<file path="src/rtl/mips_pkg.sv">
// mips_pkg: PC-source encodings, fetch FSM state type and reset PC shared by the MIPS core.
// The HALT state exists only when IFETCH_ALIGN_CHECK_EN is defined.
package mips_pkg;

    localparam logic [1:0] PC_SEQ = 2'b00;
    localparam logic [1:0] PC_BEQ = 2'b01;
    localparam logic [1:0] PC_JAL = 2'b10;
    localparam logic [1:0] PC_JR  = 2'b11;

    localparam logic [31:0] DEFAULT_RESET_PC = 32'h0000_3000;

`ifdef IFETCH_ALIGN_CHECK_EN
    typedef enum logic [1:0] {ST_IDLE, ST_FETCH, ST_EXEC, ST_HALT} fetch_state_e;
`else
    typedef enum logic [1:0] {ST_IDLE, ST_FETCH, ST_EXEC} fetch_state_e;
`endif

endpackage

</file>
<file path="src/rtl/ifetch_unit_next_pc_calc.sv">
// next_pc_calc: combinational next-PC selection for sequential, beq, jal and jr flow.
module next_pc_calc
    import mips_pkg::*;
(
    input  logic [31:0] pc_i,
    input  logic [1:0]  pc_src_i,
    input  logic        zero_i,
    input  logic [15:0] imm16_i,
    input  logic [25:0] imm26_i,
    input  logic [31:0] jr_target_i,
    output logic [31:0] next_pc_o,
    output logic [31:0] pc_plus4_o
);

    logic [31:0] br_target;

    assign pc_plus4_o = pc_i + 32'd4;
    assign br_target  = pc_plus4_o + {{14{imm16_i[15]}}, imm16_i, 2'b00};

    always_comb begin
        next_pc_o = pc_plus4_o;
        next_pc_o = (pc_src_i == PC_BEQ && zero_i) ? br_target :
                    (pc_src_i == PC_JAL)           ? {pc_plus4_o[31:28], imm26_i, 2'b00} :
                    (pc_src_i == PC_JR)            ? jr_target_i : pc_plus4_o;
    end

endmodule

</file>
<file path="src/rtl/ifetch_unit.sv">
// ifetch_unit: PC register and request/ready fetch FSM feeding the decoder, advancing on retire.
// Optional IFETCH_ALIGN_CHECK_EN halts on a misaligned next PC and raises a sticky align_err.
module ifetch_unit
    import mips_pkg::*;
#(
    parameter logic [31:0] RESET_PC = DEFAULT_RESET_PC
) (
    input  logic        clk,
    input  logic        rst,
    output logic        imem_req,
    output logic [31:0] imem_addr,
    input  logic        imem_ready,
    input  logic [31:0] imem_rdata,
    output logic [31:0] inst,
    output logic        inst_valid,
    input  logic        retire,
    input  logic [1:0]  pc_src,
    input  logic        zero,
    input  logic [15:0] imm16,
    input  logic [25:0] imm26,
    input  logic [31:0] jr_target,
    output logic [31:0] pc,
    output logic [31:0] pc_plus4,
    output logic        align_err
);

    fetch_state_e state_q, state_d;
    logic [31:0]  pc_q, pc_d;
    logic [31:0]  inst_q, inst_d;
    logic [31:0]  next_pc;

    next_pc_calc u_npc (
        .pc_i        (pc_q),
        .pc_src_i    (pc_src),
        .zero_i      (zero),
        .imm16_i     (imm16),
        .imm26_i     (imm26),
        .jr_target_i (jr_target),
        .next_pc_o   (next_pc),
        .pc_plus4_o  (pc_plus4)
    );

`ifdef IFETCH_ALIGN_CHECK_EN
    logic align_err_q, align_err_d;
    assign align_err = align_err_q;
`else
    assign align_err = 1'b0;
`endif

    always_ff @(posedge clk) begin
        if (rst) begin
            state_q <= ST_IDLE;
            pc_q    <= RESET_PC;
            inst_q  <= '0;
        end else begin
            state_q <= state_d;
            pc_q    <= pc_d;
            inst_q  <= inst_d;
        end
    end

`ifdef IFETCH_ALIGN_CHECK_EN
    always_ff @(posedge clk) begin
        if (rst) align_err_q <= 1'b0;
        else     align_err_q <= align_err_d;
    end
`endif

    always_comb begin
        state_d = state_q;
        pc_d    = pc_q;
        inst_d  = inst_q;
`ifdef IFETCH_ALIGN_CHECK_EN
        align_err_d = align_err_q;
`endif
        case (state_q)
            ST_IDLE:  state_d = ST_FETCH;
            ST_FETCH: if (imem_ready) begin
                inst_d  = imem_rdata;
                state_d = ST_EXEC;
            end
            ST_EXEC:  if (retire) begin
                pc_d    = next_pc;
                state_d = ST_FETCH;
`ifdef IFETCH_ALIGN_CHECK_EN
                // pc still takes the faulting target so it is visible for debug
                if (next_pc[1:0] != 2'b00) begin
                    state_d     = ST_HALT;
                    align_err_d = 1'b1;
                end
`endif
            end
            default: ;
        endcase
    end

    assign imem_req   = (state_q == ST_FETCH);
    assign inst_valid = (state_q == ST_EXEC);
    assign imem_addr  = pc_q;
    assign inst       = inst_q;
    assign pc         = pc_q;

endmodule

</file>
<file path="config.mk">
export PLATFORM = sky130hd
export DESIGN_NAME = ifetch_unit
export DESIGN_NICKNAME = d
export VERILOG_FILES = /design/src/rtl/mips_pkg.sv /design/src/rtl/ifetch_unit_next_pc_calc.sv /design/src/rtl/ifetch_unit.sv
export SDC_FILE = /design/constraint.sdc
export NUM_CORES = 1
export LEC_CHECK = 0
export CORE_MARGIN = 8
export CORE_UTILIZATION = 35
export DETAILED_ROUTE_END_ITERATION = 16
export PLACE_DENSITY = 0.68
export SYNTH_ARGS = -nofsm -noshare
export SYNTH_HDL_FRONTEND = slang
export SYNTH_HIERARCHICAL = 1
export SYNTH_SLANG_ARGS = --single-unit
</file>
<file path="constraint.sdc">
create_clock -name clk -period 4.45 [get_ports clk]
set_input_delay 0.6675 -clock clk [delete_from_list [all_inputs] [get_ports clk]]
set_output_delay 0.6675 -clock clk [all_outputs]
set_load 0.01 [all_outputs]
</file>
=== Word-level counts from Yosys, hierarchy flattened ===
Cells that the tools add are included.

* Eq/ne operators: 7
* Add/subtract/negate cells: 2
* Reductions and logical operators: 6
* Muxes and demuxes: 6

{| class="wikitable"
|+ Operators with widths
! operator !! count
|-
| $mux W32 || 3
|-
| $add A32 B3 Y32 const B || 1
|-
| $add A32 B32 Y32 || 1
|-
| $eq A2 B2 Y1 const B || 3
|-
| $pmux W2 S3 || 1
|-
| $eq A2 B1 Y1 const B || 2
|-
| $mux W2 || 2
|-
| $ne A2 B1 Y1 const B || 2
|-
| $reduce_and A2 Y1 || 2
|-
| $reduce_and A3 Y1 || 1
|-
| $reduce_bool A3 Y1 || 1
|-
| $logic_not A2 Y1 || 1
|-
| $logic_and A1 B1 Y1 || 1
|}

* Input bits: 113
* Output and inout bits: 131
* Flip-flop bits (word level): 66

=== Longest topological paths before layout ===
* Depth after elaboration: 4
* Depth in mapped cells: 17
* Mapped depth without buffers: 17

=== By module ===
Netlist, hierarchy kept.

{| class="wikitable"
|+ By module, submodules not included
! module !! times used !! area each (um^2) !! sequential area each (um^2) !! cells an instance
|-
| next_pc_calc || 1 || 3,069.2 || 0.0 || 444
|-
| ifetch_unit || 1 || 2,598.7 || 1,321.3 || 325
|}

=== Worst setup path after synthesis ===
OpenSTA, ideal clock, no wires.

* Path type: register -> register
* From: register pc_q[2], in the netlist imem_addr[2]
* To: register pc_q[29], in the netlist imem_addr[29]
* Setup slack: 0.478 ns
* Data required time: 4.380 ns
* Data arrival time: 3.901 ns
* Clock period less this slack: 3.972 ns
* Cell stages (with the launch flop): 18
* Setup time: 0.070 ns
* Cell sequence: dfxtp_1 > ha_1 > inv_1 > nor3_1 > nand3_1 > xnor2_1 > ha_1 > a21oi_1 > o21ai_1 > a21oi_1 > nor2b_1 > a211o_1 > a2111oi_2 > o31ai_1 > xnor2_1 > a211oi_1 > nand2_1 > a21oi_1

* Elaborated cells between the ends (all ways): 5

{| class="wikitable"
|+ RTL lines
! what !! line !! text
|-
| start, declared || ifetch_unit.sv:28 || <nowiki>logic [31:0] pc_q, pc_d;</nowiki>
|-
| start signal, assigned || ifetch_unit.sv:57 || <nowiki>pc_q <= pc_d;</nowiki>
|-
| $add A32 B3 Y32 || ifetch_unit_next_pc_calc.sv:17 || <nowiki>assign pc_plus4_o = pc_i + 32'd4;</nowiki>
|-
| net pc_plus4[12] || ifetch_unit.sv:23 || <nowiki>output logic [31:0] pc_plus4,</nowiki>
|-
| $add A32 B32 Y32 || ifetch_unit_next_pc_calc.sv:18 || <nowiki>assign br_target = pc_plus4_o + {{14{imm16_i[15]}}, imm16_i, 2'b00};</nowiki>
|-
| $mux W32 || ifetch_unit_next_pc_calc.sv:22 || <nowiki>next_pc_o = (pc_src_i == PC_BEQ && zero_i) ? br_target :</nowiki>
|-
| net next_pc[29] || ifetch_unit.sv:30 || <nowiki>logic [31:0] next_pc;</nowiki>
|}

The timed path passes the listed nets, and every way through them passes these cells.
A chain may end at the register's enable or synchronous reset.

=== Worst setup path in the final report ===
* From: register pc_q[3], in the netlist imem_addr[3]
* To: register pc_q[29], in the netlist imem_addr[29]

* Cells in the longest elaborated chain, start to end: 4
* Elaborated cells between the ends (all ways): 5

{| class="wikitable"
|+ Ends and longest elaborated chain
! what !! line
|-
| $add A32 B3 Y32 * || ifetch_unit_next_pc_calc.sv:17
|-
| parallel branches: the longest is 2 deep, another holds $add A32 B32 Y32 || --
|-
| $mux W32 * || ifetch_unit_next_pc_calc.sv:22
|-
| net next_pc[29] || ifetch_unit.sv:30
|}

Mark *: on every way through the listed nets, which the timed path passes.

==> flow_summary.json <==
{
  "initial_core_util_pct": 35.7,
  "multi_input_area_mm2": 0.00382,
  "slew_headroom_pct": 53.0,
  "fin_skew_ns": 0.00583,
  "ant_nets": 0,
  "viasPerCell": 5.07,
  "place_congestion": 0.900,
  "tns_ns": 0,
  "rows": 46,
  "portBuffers": 242,
  "p_sw_mw": 0.548,
  "num-nets-final": 1111,
  "path_max_fanout": 7,
  "fmax_mhz": 252,
  "irDropWorstVdd_uv": 170,
  "num_vias": 6000,
  "cts.reportedPaths.clkPinSlew_ns": 0.06,
  "grt_pass1_wl_um": 31600,
  "critPathKind": "flop to flop",
  "yosysWarnings": 6,
  "ys_seq_elements": 66,
  "worstMarginPinSlew_ns": 0.705,
  "cellPowerDensity_mw_per_mm2": 222,
  "cts_buffer_depth": 2,
  "cts_buffers": 9,
  "area_growth_pct": 46.2,
  "grt_max_degree": 44,
  "min_path_type": "flop to flop",
  "dpl.hpwl_um": 15900,
  "wl_per_cell_um": 17.1,
  "drt-pass1-iter-count": 5,
  "synth_flop_cell": "dfxtp_1",
  "io_pins": 244,
  "die_h_um": 143,
  "arrival_ns": 4.24,
  "drv_slew": 0,
  "cts-root-buf": "clkbuf_16",
  "status": "complete, no violations",
  "clock_latency_ns": 0.34,
  "cts_tree": "built",
  "synth_edf_count": 0,
  "rsz0062_at_grt": "false",
  "antenna_found_initial": 1,
  "worstSetupStartpointType": "flop",
  "min_period_ns": 3.97,
  "seq_area_mm2": 0.00132,
  "postCtsSetupRepairBufs": 0,
  "ys_types": 65,
  "p_leak_nw": 3.25,
  "cts_resized": 0,
  "final_common_cell": "clkdlybuf4s50_1",
  "final_cell_mix": "clkdlybuf4s50_1 (239), nand2_1 (173), a21oi_1 (111), dfxtp_1 (66)",
  "first_global_vias": 5902,
  "clock-sinks": 66,
  "drtIter0Drc": 443,
  "syn-num-nets": 919,
  "swShare_pct": 29.7,
  "drive_gt1_share_pct": 5.59,
  "core_area_mm2": 0.0159,
  "hold_viol": 0,
  "pwr-share-seq_pct": 34.1,
  "grt-ovfl-total": 0,
  "grt_use_total_pct": 19.5,
  "route.detailed.drc": 0,
  "power_frac_comb_pct": 24.8,
  "required_ns": 4.72,
  "synthTopCellsByArea": "dfxtp_1 (23%), nand2_1 (11%), a21oi_1 (9.8%)",
  "synth.largest_area_cell": "dfxtp_1",
  "clkPwrFrac_pct": 41.1,
  "hold_buffers": 0,
  "power.total_mw": 1.84,
  "netlist_area_mm2": 0.00567,
  "syn_inst": 769,
  "cts-htree-levels": 3,
  "synthArstFlopShare_pct": 0,
  "setup_violations": 0,
  "final.period_utilization_pct": 89.2,
  "maxCapViolations": 0,
  "ys_seq_area_share_pct": 23.3,
  "finalWirelength_um": 20200,
  "fillers": 1573,
  "p_int_mw": 1.29,
  "die_w_um": 143,
  "avgSynthCellArea_um2": 7.37,
  "critPathCaptureType": "flop",
  "fp.dieArea_mm2": 0.0205,
  "yosysTopAreaCellShare_pct": 23.3
}
per-stage QoR:
step | hold WS [ns] | util [%] | std cells | area (µm²) | setup WS [ns]
final | 0.453 | 52.2 | 1183 | 8290 | 0.480
after global routing | 0.470 | 52.2 | 1183 | 8290 | 0.0547
after CTS | 0.454 | 52.2 | 1182 | 8290 | 0.521
after detailed placement | 0.447 | 50.2 | 1166 | 7980 | 0.448
after global placement | 0.441 | 50.2 | 1166 | 7980 | 0.487
after floorplan | 0.481 | - | 769 | 5670 | 0.478
cell usage after synthesis, drive strengths merged (7+ instances only):
master and count:
nor3 11, nand2 173, nand3 19, clkbuf 21, dfxtp 66, and3 13, a21oi 111, ha 36
xor2 17, xnor2 33, inv 13, mux2i 27, nand4 7, o21ai 24, nor2 36, a211oi 20
buf 55, a21o 16
routing by layer:
layer  up-vias  global-route usage, %  share of wire, %
li1       3038                      -                 -
met1      2732                   22.3                41
met2       203                   33.3                48
met3        27                   6.28               8.9
met4         0                   7.08               1.9
met5         -                      0                 0
cells by family after synthesis:
kind of cell	Yosys count	share of synthesized area, %
simple gates	284	22.1
compound gates	212	23.4
buf+inv	89	9.34
flops	66	23.3
xor+xnor	50	8.06
fa+ha+maj	37	8.30
mux	30	5.36
other cells	1	0.0662
final cells by class:
| class | instances | area share, % |
|---|---|---|
| timing repair buffer | 257 | 30.4 |
| clock inverter | 7 | 1.01 |
| multi-input combinational | 614 | 46.1 |
| inverter | 13 | 0.589 |
| clock buffer | 9 | 2.72 |
| tap | 216 | 3.26 |
| antenna | 1 | 0.0302 |
| sequential | 66 | 15.9 |
registers in the layout, indices dropped and copies added (netlist names):
| register | cells |
|---|---|
| state_q | 2 |
| imem_addr | 32 |
| inst | 32 |
path summary, 6_finish.rpt:
path | startpoint | to | slack, ns | cells after the start
min | inst[27]$_SDFFE_PP0P_ | inst[27]$_SDFFE_PP0P_ | 0.45 | 2
max reg2reg | imem_addr[3]$_SDFFE_PP0P_ | imem_addr[29]$_SDFFE_PP0P_ | 0.48 | 18
min reg2reg | inst[27]$_SDFFE_PP0P_ | inst[27]$_SDFFE_PP0P_ | 0.45 | 2
max | imem_addr[3]$_SDFFE_PP0P_ | imem_addr[29]$_SDFFE_PP0P_ | 0.48 | 18
worst max-delay path, stage by stage (launching register included):
cell	delay [ns]
dfxtp_1	0.41
ha_1	0.24
inv_1	0.07
nor3_1	0.19
buf_4	0.20
nand3_1	0.10
xnor2_1	0.24
ha_1	0.35
a21oi_1	0.32
o21ai_1	0.11
a21oi_1	0.16
nor2b_1	0.07
a211o_1	0.34
a2111oi_2	0.38
o31ai_1	0.17
xnor2_1	0.15
a211oi_1	0.23
nand2_1	0.07
a21oi_1	0.11
power groups by stage:
| stage | Sequential [mW] | Combinational, mW | Clock, mW |
|---|---|---|---|
| floorplan | 0.649 | 0.238 | 0 |
| global placement | 0.641 | 0.456 | 0 |
| detailed placement | 0.642 | 0.456 | 0 |
| CTS | 0.629 | 0.458 | 0.775 |
| global route | 0.631 | 0.500 | 0.804 |
| finish | 0.628 | 0.457 | 0.756 |
No activity file was read; power rests on OpenSTA's default activity.
